File: config.mk
export PLATFORM = sky130hd
export DESIGN_NAME = decode_stage_flat
export DESIGN_NICKNAME = d
export VERILOG_FILES = /design/src/rtl/cpu_pkg.sv /design/src/rtl/decode_stage_if.sv /design/src/rtl/regfile_2r1w.sv /design/src/rtl/decode_stage.sv /design/src/flat_wrapper.sv
export SDC_FILE = /design/constraint.sdc
export NUM_CORES = 2
export LEC_CHECK = 0
export CORE_UTILIZATION = 45
export CTS_CLUSTER_SIZE = 20
export DETAILED_ROUTE_END_ITERATION = 8
export GPL_TIMING_DRIVEN = 1
export HOLD_SLACK_MARGIN = 0.1
export PLACE_DENSITY_LB_ADDON = 0.12
export SLEW_MARGIN = 5
export SYNTH_ARGS = -nofsm -noshare
export SYNTH_HDL_FRONTEND = slang
export SYNTH_SLANG_ARGS = --single-unit
File: constraint.sdc
create_clock -name clk -period 2.8 [get_ports clk]
set_clock_uncertainty 0.05 [all_clocks]
set_input_delay 0.56 -clock clk [delete_from_list [all_inputs] [get_ports clk]]
set_output_delay 0.56 -clock clk [all_outputs]
set_load 0.01 [all_outputs]
File: src/rtl/cpu_pkg.sv
// rtl/cpu_pkg.sv - shared opcodes, immediate formats and instruction field positions
package cpu_pkg;

  localparam logic [5:0]  OP_B    = 6'b000101;
  localparam logic [6:0]  OP_CB   = 7'b1011010;
  localparam logic [10:0] OP_STUR = 11'b11111000000;

  localparam int RT_LO = 0;
  localparam int RT_HI = 4;
  localparam int RN_LO = 5;
  localparam int RN_HI = 9;
  localparam int RM_LO = 16;
  localparam int RM_HI = 20;

  localparam int B_IMM_HI  = 25;
  localparam int CB_IMM_LO = 5;
  localparam int CB_IMM_HI = 23;
  localparam int D_IMM_LO  = 12;
  localparam int D_IMM_HI  = 20;

  typedef enum logic [1:0] {
    IMM_D,
    IMM_B,
    IMM_CB
  } imm_sel_e;

  function automatic imm_sel_e imm_sel_of(input logic [31:0] instr);
    if (instr[31:26] == OP_B) return IMM_B;
    if (instr[31:25] == OP_CB) return IMM_CB;
    return IMM_D;
  endfunction

  // Stores and compare-branches carry their second source in the Rt slot
  function automatic logic reg2loc_of(input logic [31:0] instr);
    return (instr[31:21] == OP_STUR) || (instr[31:25] == OP_CB);
  endfunction

endpackage

File: src/rtl/decode_stage_if.sv
// rtl/decode_stage_if.sv - fetch-side and execute-side handshakes of the decode stage
interface decode_stage_if #(
  parameter int XLEN = 64
);
  logic            in_valid;
  logic            in_ready;
  logic [31:0]     in_instr;
  logic [XLEN-1:0] in_pc;

  logic            out_valid;
  logic            out_ready;
  logic [XLEN-1:0] out_pc;
  logic [31:0]     out_instr;
  logic [XLEN-1:0] out_rd1;
  logic [XLEN-1:0] out_rd2;
  logic [XLEN-1:0] out_imm;
  logic [4:0]      out_rs1;
  logic [4:0]      out_rs2;

  modport master (
    output in_valid, in_instr, in_pc, out_ready,
    input  in_ready, out_valid, out_pc, out_instr, out_rd1, out_rd2, out_imm, out_rs1, out_rs2
  );

  modport slave (
    input  in_valid, in_instr, in_pc, out_ready,
    output in_ready, out_valid, out_pc, out_instr, out_rd1, out_rd2, out_imm, out_rs1, out_rs2
  );
endinterface

File: src/rtl/regfile_2r1w.sv
// rtl/regfile_2r1w.sv - register file, two async reads with writeback bypass, one sync write
module regfile_2r1w #(
  parameter int XLEN  = 64,
  parameter int NREGS = 32,
  parameter int ZREG  = 31
) (
  input  logic            clk,
  input  logic            rst_n,
  input  logic [4:0]      ra1,
  input  logic [4:0]      ra2,
  output logic [XLEN-1:0] rd1,
  output logic [XLEN-1:0] rd2,
  input  logic            we,
  input  logic [4:0]      wa,
  input  logic [XLEN-1:0] wd
);
  localparam logic [5:0] NREGS_W = 6'(NREGS);
  localparam logic [4:0] ZREG_W  = 5'(ZREG);

  logic [XLEN-1:0] mem [NREGS];

  // Zero register and unimplemented indices never hold state
  function automatic logic live(input logic [4:0] a);
    return (a != ZREG_W) && ({1'b0, a} < NREGS_W);
  endfunction

  assign rd1 = !live(ra1) ? '0 : (we && (wa == ra1)) ? wd : mem[ra1];
  assign rd2 = !live(ra2) ? '0 : (we && (wa == ra2)) ? wd : mem[ra2];

  always_ff @(posedge clk or negedge rst_n) begin
    if (!rst_n) begin
      for (int i = 0; i < NREGS; i++) mem[i] <= '0;
    end else if (we && live(wa)) begin
      mem[wa] <= wd;
    end
  end
endmodule

File: src/rtl/decode_stage.sv
// rtl/decode_stage.sv - decode: operand read, immediate generation, load-use stall, output register
module decode_stage
  import cpu_pkg::*;
#(
  parameter int XLEN  = 64,
  parameter int NREGS = 32,
  parameter int ZREG  = 31
) (
  input  logic            clk,
  input  logic            rst_n,
  decode_stage_if.slave   bus,
  input  logic            wb_en,
  input  logic [4:0]      wb_addr,
  input  logic [XLEN-1:0] wb_data,
  input  logic            ex_memread,
  input  logic [4:0]      ex_rd
);
  localparam logic [4:0] ZREG_W = 5'(ZREG);

  logic [31:0]     instr;
  logic [4:0]      rs1, rs2;
  logic [XLEN-1:0] rd1, rd2, imm;
  imm_sel_e        sel;
  logic            hazard, in_ready, xfer;

  logic            out_valid_q;
  logic [XLEN-1:0] pc_q, rd1_q, rd2_q, imm_q;
  logic [31:0]     instr_q;
  logic [4:0]      rs1_q, rs2_q;

  assign instr = bus.in_instr;
  assign rs1   = instr[RN_HI:RN_LO];
  assign rs2   = reg2loc_of(instr) ? instr[RT_HI:RT_LO] : instr[RM_HI:RM_LO];
  assign sel   = imm_sel_of(instr);

  always_comb begin
    imm = '0;
    case (sel)
      IMM_B:   imm = {{(XLEN - B_IMM_HI - 1){instr[B_IMM_HI]}}, instr[B_IMM_HI:0]};
      IMM_CB:  imm = {{(XLEN - (CB_IMM_HI - CB_IMM_LO + 1)){instr[CB_IMM_HI]}},
                      instr[CB_IMM_HI:CB_IMM_LO]};
      default: imm = {{(XLEN - (D_IMM_HI - D_IMM_LO + 1)){instr[D_IMM_HI]}},
                      instr[D_IMM_HI:D_IMM_LO]};
    endcase
  end

  regfile_2r1w #(
    .XLEN  (XLEN),
    .NREGS (NREGS),
    .ZREG  (ZREG)
  ) u_rf (
    .clk   (clk),
    .rst_n (rst_n),
    .ra1   (rs1),
    .ra2   (rs2),
    .rd1   (rd1),
    .rd2   (rd2),
    .we    (wb_en),
    .wa    (wb_addr),
    .wd    (wb_data)
  );

  // A load in execute cannot forward in time; stall its consumers one cycle
  assign hazard   = bus.in_valid & ex_memread & (ex_rd != ZREG_W) &
                    ((ex_rd == rs1) | (ex_rd == rs2));
  assign in_ready = rst_n & ~hazard & (~out_valid_q | bus.out_ready);
  assign xfer     = bus.in_valid & in_ready;

  always_ff @(posedge clk or negedge rst_n) begin
    if (!rst_n) begin
      out_valid_q <= 1'b0;
      pc_q        <= '0;
      instr_q     <= '0;
      rd1_q       <= '0;
      rd2_q       <= '0;
      imm_q       <= '0;
      rs1_q       <= '0;
      rs2_q       <= '0;
    end else if (xfer) begin
      out_valid_q <= 1'b1;
      pc_q        <= bus.in_pc;
      instr_q     <= instr;
      rd1_q       <= rd1;
      rd2_q       <= rd2;
      imm_q       <= imm;
      rs1_q       <= rs1;
      rs2_q       <= rs2;
    end else if (bus.out_ready) begin
      out_valid_q <= 1'b0;
    end
  end

  assign bus.in_ready  = in_ready;
  assign bus.out_valid = out_valid_q;
  assign bus.out_pc    = pc_q;
  assign bus.out_instr = instr_q;
  assign bus.out_rd1   = rd1_q;
  assign bus.out_rd2   = rd2_q;
  assign bus.out_imm   = imm_q;
  assign bus.out_rs1   = rs1_q;
  assign bus.out_rs2   = rs2_q;
endmodule

File: src/flat_wrapper.sv
// flat-port wrapper written by rule: the top's interface ports become plain ports
module decode_stage_flat import cpu_pkg::*;
#(
  parameter int XLEN  = 64,
  parameter int NREGS = 32,
  parameter int ZREG  = 31
)
  (clk, rst_n, wb_en, wb_addr, wb_data, ex_memread, ex_rd, bus_in_valid, bus_in_instr, bus_in_pc, bus_out_ready, bus_in_ready, bus_out_valid, bus_out_pc, bus_out_instr, bus_out_rd1, bus_out_rd2, bus_out_imm, bus_out_rs1, bus_out_rs2);
  decode_stage_if #(.XLEN(XLEN)) bus_i ();
  input  logic clk;
  input  logic rst_n;
  input  logic wb_en;
  input  logic [4:0] wb_addr;
  input  logic [XLEN-1:0] wb_data;
  input  logic ex_memread;
  input  logic [4:0] ex_rd;
  input wire logic [$bits(bus_i.in_valid)-1:0] bus_in_valid;
  input wire logic [$bits(bus_i.in_instr)-1:0] bus_in_instr;
  input wire logic [$bits(bus_i.in_pc)-1:0] bus_in_pc;
  input wire logic [$bits(bus_i.out_ready)-1:0] bus_out_ready;
  output wire logic [$bits(bus_i.in_ready)-1:0] bus_in_ready;
  output wire logic [$bits(bus_i.out_valid)-1:0] bus_out_valid;
  output wire logic [$bits(bus_i.out_pc)-1:0] bus_out_pc;
  output wire logic [$bits(bus_i.out_instr)-1:0] bus_out_instr;
  output wire logic [$bits(bus_i.out_rd1)-1:0] bus_out_rd1;
  output wire logic [$bits(bus_i.out_rd2)-1:0] bus_out_rd2;
  output wire logic [$bits(bus_i.out_imm)-1:0] bus_out_imm;
  output wire logic [$bits(bus_i.out_rs1)-1:0] bus_out_rs1;
  output wire logic [$bits(bus_i.out_rs2)-1:0] bus_out_rs2;
  assign bus_i.in_valid = bus_in_valid;
  assign bus_i.in_instr = bus_in_instr;
  assign bus_i.in_pc = bus_in_pc;
  assign bus_i.out_ready = bus_out_ready;
  assign bus_in_ready = bus_i.in_ready;
  assign bus_out_valid = bus_i.out_valid;
  assign bus_out_pc = bus_i.out_pc;
  assign bus_out_instr = bus_i.out_instr;
  assign bus_out_rd1 = bus_i.out_rd1;
  assign bus_out_rd2 = bus_i.out_rd2;
  assign bus_out_imm = bus_i.out_imm;
  assign bus_out_rs1 = bus_i.out_rs1;
  assign bus_out_rs2 = bus_i.out_rs2;
  decode_stage #(.XLEN(XLEN), .NREGS(NREGS), .ZREG(ZREG)) u_core (.clk(clk), .rst_n(rst_n), .bus(bus_i), .wb_en(wb_en), .wb_addr(wb_addr), .wb_data(wb_data), .ex_memread(ex_memread), .ex_rd(ex_rd));
endmodule
# Word level (Yosys, flattened, before mapping)
# Index checks and enable logic that the tools add are counted.
# op_classes
addsub	0
bitwise	13
mul	0
eq_ne	13
shift	0
magnitude_cmp	4
div	0
n_reduce_logical	6
n_mux	24
# op_table
cell	count
$bwmux W2048	1
$bmux W64 S5	2
$mux W64	9
$demux W64 S5	1
$pmux W64 S2	1
$eq A5 B5 Y1	4
$ne A5 B5 Y1 const B	4
$ge A6 B6 Y1 const B	3
$not A5 Y6	3
$eq A11 B11 Y1 const B	1
$mux W2	4
$eq A7 B7 Y1 const B	1
$and A1 B1 Y1	6
$eq A6 B3 Y1 const B	1
$lt A6 B1 Y1 const B	1
$mux W1	5
$mux W5	1
$logic_and A1 B1 Y1	4
$eq A2 B1 Y1 const B	1
$eq A2 B2 Y1 const B	1
$not A1 Y1	2
$or A1 B1 Y1	2
$reduce_bool A2 Y1	1
$logic_or A1 B1 Y1	1
# totals
elab_cells	100
latchBits	0
mem_count	0
mem_bits_ro	0
in_bits	176
ram_bits	0
reg_bits	2347
out_inout_bits	300

# Longest topological paths before layout
# depth
ltp_word	11
ltp_mapped	16
depth_no_buf	9

# Cells and area by module
# A second synthesis with hierarchy kept.
# hier_totals
hier_cells	8196
hier_area_um2	120357.9
# by_module_without_submodules
module	instances	seq_area_each_um2	cells_each	area_per_inst_um2
regfile_2r1w	1	51249.2	7487	108701.8
decode_stage	1	6406.1	709	11656.2

# Worst setup path after synthesis
# Ideal clock, no wire load.
# synth_timing
path_type	input port to flip-flop
startpoint	input bus_in_instr[5]
endpoint	register u_core.rd1_q[0] (netlist: u_core.bus.out_rd1[0])
arrival_time_ns	2.991
path_buffers	4
t_required_ns	2.607
setup_ns	0.143
path_slack_ns	-0.384
stages	10
cell_sequence	clkbuf_1 -> buf_2 -> buf_2 -> buf_1 -> mux4_2 -> mux4_2 -> mux2i_1 -> nor2_1 -> a21oi_1 -> o21ai_0
# synth_via
elab_chain_cells	7
elab_cells_between_ends	16
classes_between	eq/ne: 3; mux: 5; bitwise: 7; reduce/logical: 1
# synth_lines
element	line	source
from (decl)	flat_wrapper.sv:18	input wire logic [$bits(bus_i.in_instr)-1:0] bus_in_instr;
parallel branches: the longest is 7 deep, another holds $bmux W64 S5	n/a	
to (signal assigned)	decode_stage.sv:83	rd1_q <= rd1;
to (decl)	decode_stage.sv:27	logic [XLEN-1:0] pc_q, rd1_q, rd2_q, imm_q;
# Several ways; the timed one is not identified. The select of a mux whose other input is x is not followed.
# A chain may end at the register's enable or synchronous reset.

# Final worst setup path
# layout_timing
startpoint	input bus_in_instr[26]
endpoint	output bus_in_ready
# layout_via
elab_chain_cells	9
elab_cells_between_ends	10
classes_between	eq/ne: 3; mux: 1; bitwise: 5; reduce/logical: 1
# layout_lines
element	line	source
$eq A11 B11 Y1 or $eq A7 B7 Y1 (tied branches)	cpu_pkg.sv:35	return (instr[31:21] == OP_STUR) || (instr[31:25] == OP_CB);
$logic_or A1 B1 Y1 *	cpu_pkg.sv:35	
$mux W5 *	decode_stage.sv:33	assign rs2 = reg2loc_of(instr) ? instr[RT_HI:RT_LO] : instr[RM_HI:RM_LO];
$eq A5 B5 Y1 *	decode_stage.sv:65	((ex_rd == rs1) | (ex_rd == rs2));
$or A1 B1 Y1 *	decode_stage.sv:65	
$and A1 B1 Y1 *	decode_stage.sv:64	assign hazard = bus.in_valid & ex_memread & (ex_rd != ZREG_W) &
$not A1 Y1 *	decode_stage.sv:66	assign in_ready = rst_n & ~hazard & (~out_valid_q | bus.out_ready);
$and A1 B1 Y1 * (2 in a row)	decode_stage.sv:66	
to (decl)	flat_wrapper.sv:21	output wire logic [$bits(bus_i.in_ready)-1:0] bus_in_ready;
# Every way passes the cells marked *; elsewhere a longest branch is shown, timed or not.

==> flow_summary.yaml <==
synth:
  post_synth_inst_count: 10300
  post_synth_instance_area_um2: 121000
  asyncSetResetFlopFracSynth: 1.00
  avg_inst_size_synth_um2: 11.7
  synth_seq_cells: 2304
  seq_area_frac_synth: 0.476
  yosysUniqueCellTypes: 83
  synth.area.mux_share: 0.321
  synth_top_family_by_area: "multiplexers"
  synth_enable_flop_cells: 0
  synth_simple_gate_area_frac: 0.110
  synth-adder-area-share: 0
  synth_fp_nets: 10500
  synthesized_area_fraction_occupied_by_xor_and_xnor_cells: 0.000940
  synth_ff_type: "dfrtp_1"
  synth_warnings: 0
  compound_cell_area_share_of_the_yosys_netlist: 0.0522
clock_tree:
  clock-root-buffer: "clkbuf_16"
  cts.clk_slew.worst_paths_ns: 0.06
  cts.htree.levels: 5
  clockBufferDepth: 4
  tritoncts_num_sinks: 2304
  insertion_delay_ns: 0.88
  number_of_buffers_added_by_the_clock_tree_synthesis_step: 271
  cts_tree: "yes"
grt:
  grt.total_usage: 0.344
  grt_most_used_layer: "met2"
  grt_start_max_net_pins: 166
  use_met3: 0.0697
  grt_pass1_vias: 94600
  grt_antenna_before_repair: 17
  grt.met1_usage: 0.478
  globalRouteMet2Util: 0.521
  gr-total-overflow: 0
  grt_first_pass_wirelength_mm: 683
worst_setup_path:
  cpPeakStageDelay_ns: 0.36
  timing.critical_path.from_type: "input port"
  worst_path_dominant_cell_family: "compound AO/OA/AOI/OAI gates"
  critical_path.most_common_cell: "buf_6"
  critical_setup_path_kind: "input port to primary output"
  worst_setup_path_startpoint: "bus_in_instr[26]"
  worstPathRequired_ns: 2.19
  worst-path-buf-inv: 4
  cp_data_arrival_time_ns: 2.61
  worst_r2r_startpoint: "u_core.u_rf.mem[1584]"
  critPathMaxFanout: 4
  timing.critical_path.cells: "buf_12 -> buf_6 -> nand4bb_4 -> buf_6 -> o21ai_4 -> nand3_1 -> a21boi_2 -> o2111ai_2 -> and2_1 -> o311a_1 -> buf_2"
  cp_slowest_cell: "o311a_1"
  endpoint_kind_of_the_worst_setup_timing_path: "primary output"
outcome:
  violations: "setup timing"
  outcome: "finished with violations"
routing:
  vias_per_cell: 6.40
  antenna_left: 0
  detail_route.wirelength_mm: 479
  drt_first_pass_iters: 8
  detailroute.via_count: 96400
  initialDrtViolationCount: 10600
  detail_route.drc_violations: 0
  post_drt_wl_per_cell_um: 31.8
power_and_ir_drop:
  p_leak_uw: 0.0675
  power_density_nw_per_um2: 688
  worst_ir_drop_vdd_mv: 0.491
job:
  max-cap-violations: 0
placed_design:
  place.detailed.hpwl_mm: 310
  io_buffers: 475
  preCtsSetupSlack_ns: -1.66
  gpl.final_weighted_congestion: 0.905
hold_path:
  worstHoldStart: "bus_in_instr[23]"
  holdCritPathClass: "input port to flop"
floorplan:
  rows: 190
  fp.dieW_um: 521
  fp.dieArea_um2: 271000
  vertical_die_dimension_um: 521
  ports: 476
  initial_core_util: 0.452
  core_um2: 268000
sta:
  period_needed_ns: 3.22
  timing.final.crit_share: 1.15
  whs_ns: 0.114
  finalHoldViolations: 0
  grt_setup_unrepaired: "yes"
  slew_headroom: 0.202
  worst_pin_slew_ns: 1.20
  drv_slew: 0
  timing.final.ws_setup_ns: -0.416
  setup_viol: 21
  max_freq_mhz: 311
  totalNegativeSetupSlack_ns: -0.927
final_layout:
  syn2layout_area_growth_pct: 26.3
  layout.cells.most_common: "dfrtp_1"
  fin_util: 0.571
  mostFrequentLayoutCells: "dfrtp_1, nand2_1, mux2_2, buf_4, mux4_2"
  nNetsFinal: 11500
  drive_above_1_share: 0.402
==> area by class of cell <==
cell class                      instances  area [um2]
Antenna cell                           15        37.5
Clock buffer                          384        7820
Clock inverter                         77         966
Fill cell                           21900      115000
Inverter                               13        48.8
Multi-Input combinational cell       6896       60200
Sequential cell                      2304       57700
Tap cell                             3552        4440
Timing Repair Buffer                 1817       21800
==> Yosys cell counts (6+ instances only) <==
library cell | n | share of area
a211o_1 | 6 | 0.00043
a211oi_1 | 6 | 0.00037
a21o_1 | 9 | 0.00056
a21oi_1 | 197 | 0.0081
a221oi_1 | 71 | 0.0051
a22o_1 | 50 | 0.0036
a22oi_1 | 30 | 0.0019
a31o_1 | 29 | 0.0021
a31o_2 | 13 | 0.00094
a31oi_1 | 111 | 0.0057
a32o_1 | 52 | 0.0043
a32oi_1 | 30 | 0.0022
and3_1 | 99 | 0.0051
and3b_1 | 7 | 0.00051
buf_1 | 93 | 0.0029
buf_2 | 193 | 0.0080
buf_4 | 63 | 0.0039
buf_6 | 6 | 0.00056
clkbuf_1 | 748 | 0.023
dfrtp_1 | 2304 | 0.48
inv_1 | 13 | 0.00040
mux2_2 | 1989 | 0.19
mux2i_1 | 208 | 0.017
mux4_2 | 640 | 0.12
nand2_1 | 2098 | 0.065
nand2b_1 | 7 | 0.00036
nand3_1 | 647 | 0.027
nand4_1 | 71 | 0.0037
nor2_1 | 155 | 0.0048
nor2b_1 | 10 | 0.00052
nor3_1 | 21 | 0.00087
nor4_1 | 8 | 0.00041
o2111ai_1 | 89 | 0.0064
o211ai_1 | 24 | 0.0015
o21ai_0 | 97 | 0.0040
o21ai_1 | 6 | 0.00025
o22ai_1 | 24 | 0.0012
xor2_1 | 9 | 0.00065
==> registers in the layout (all words and copies together), names as in the netlist <==
signal	cells
u_core.u_rf.mem	2048
u_core.bus.out_pc	64
u_core.bus.out_rd1	64
u_core.bus.out_rd2	64
u_core.bus.out_instr	28
u_core.bus.out_imm	26
u_core.bus.out_rs2	5
u_core.bus.out_rs1	4
u_core.bus.out_valid	1
==> through the flow <==
step	total power [uW]	instance area, um2	std cells
3_5_place_dp	68400	140000	14400
2_1_floorplan	58100	121000	10300
3_3_place_gp	67500	140000	14400
4_1_cts	105000	150000	14900
5_1_grt	109000	153000	15100
6_report	105000	153000	15100
==> worst reg2reg max path, stage by stage, from the launching register on <==
cell and delay [ns]:
dfrtp_1 0.41, mux4_2 0.51, mux4_2 0.49, mux2i_1 0.37, buf_4 0.21, nor2_1 0.04
a21oi_1 0.13, o21ai_0 0.08
==> final timing paths <==
path                                     endpoint  slack, ns  cells past startpoint
setup reg to reg           u_core.bus.out_rd1[48]       0.36                      7
max in group asynchronous  u_core.bus.out_rd2[19]       0.69                      4
min in group asynchronous    u_core.u_rf.mem[828]       0.16                      2
hold / removal             u_core.bus.out_imm[20]       0.11                      4
setup / recovery                     bus_in_ready      -0.42                     11
hold reg to reg               u_core.u_rf.mem[62]       0.35                      0
==> report_power, final <==
group          internal [uW]  switching (uW)  total, uW
Sequential             39700            5230      45000
Clock                  21100           14700      35900
Combinational          13500           10800      24300
==> per-layer routing <==
metal | share of wire | vias up
met5 | 0.000075 | -
met1 | 0.41 | 50600
met3 | 0.092 | 1126
li1 | - | 39400
met2 | 0.45 | 5342
met4 | 0.049 | 6
==> cell families after synthesis <==
family | count (synthesis)
AO/OA/AOI/OAI | 888
XOR/XNOR | 13
buffers and inverters | 1116
flip-flops | 2304
multiplexers | 2837
AND/OR/NAND/NOR | 3157
==> what timing repair did <==
| item | 4_1_cts | 5_1_grt |
|---|---|---|
| gates cloned | 14 | 32 |
| buffers inserted | 27 | 83 |
| gates resized for setup | 155 | 240 |
| endpoints found under the hold margin | 457 | 4 |
| pin swaps | 36 | 108 |
| endpoints found under the setup margin | 289 | 180 |
| hold buffers | 9 | 4 |
No activity file was read; power rests on OpenSTA's default activity.
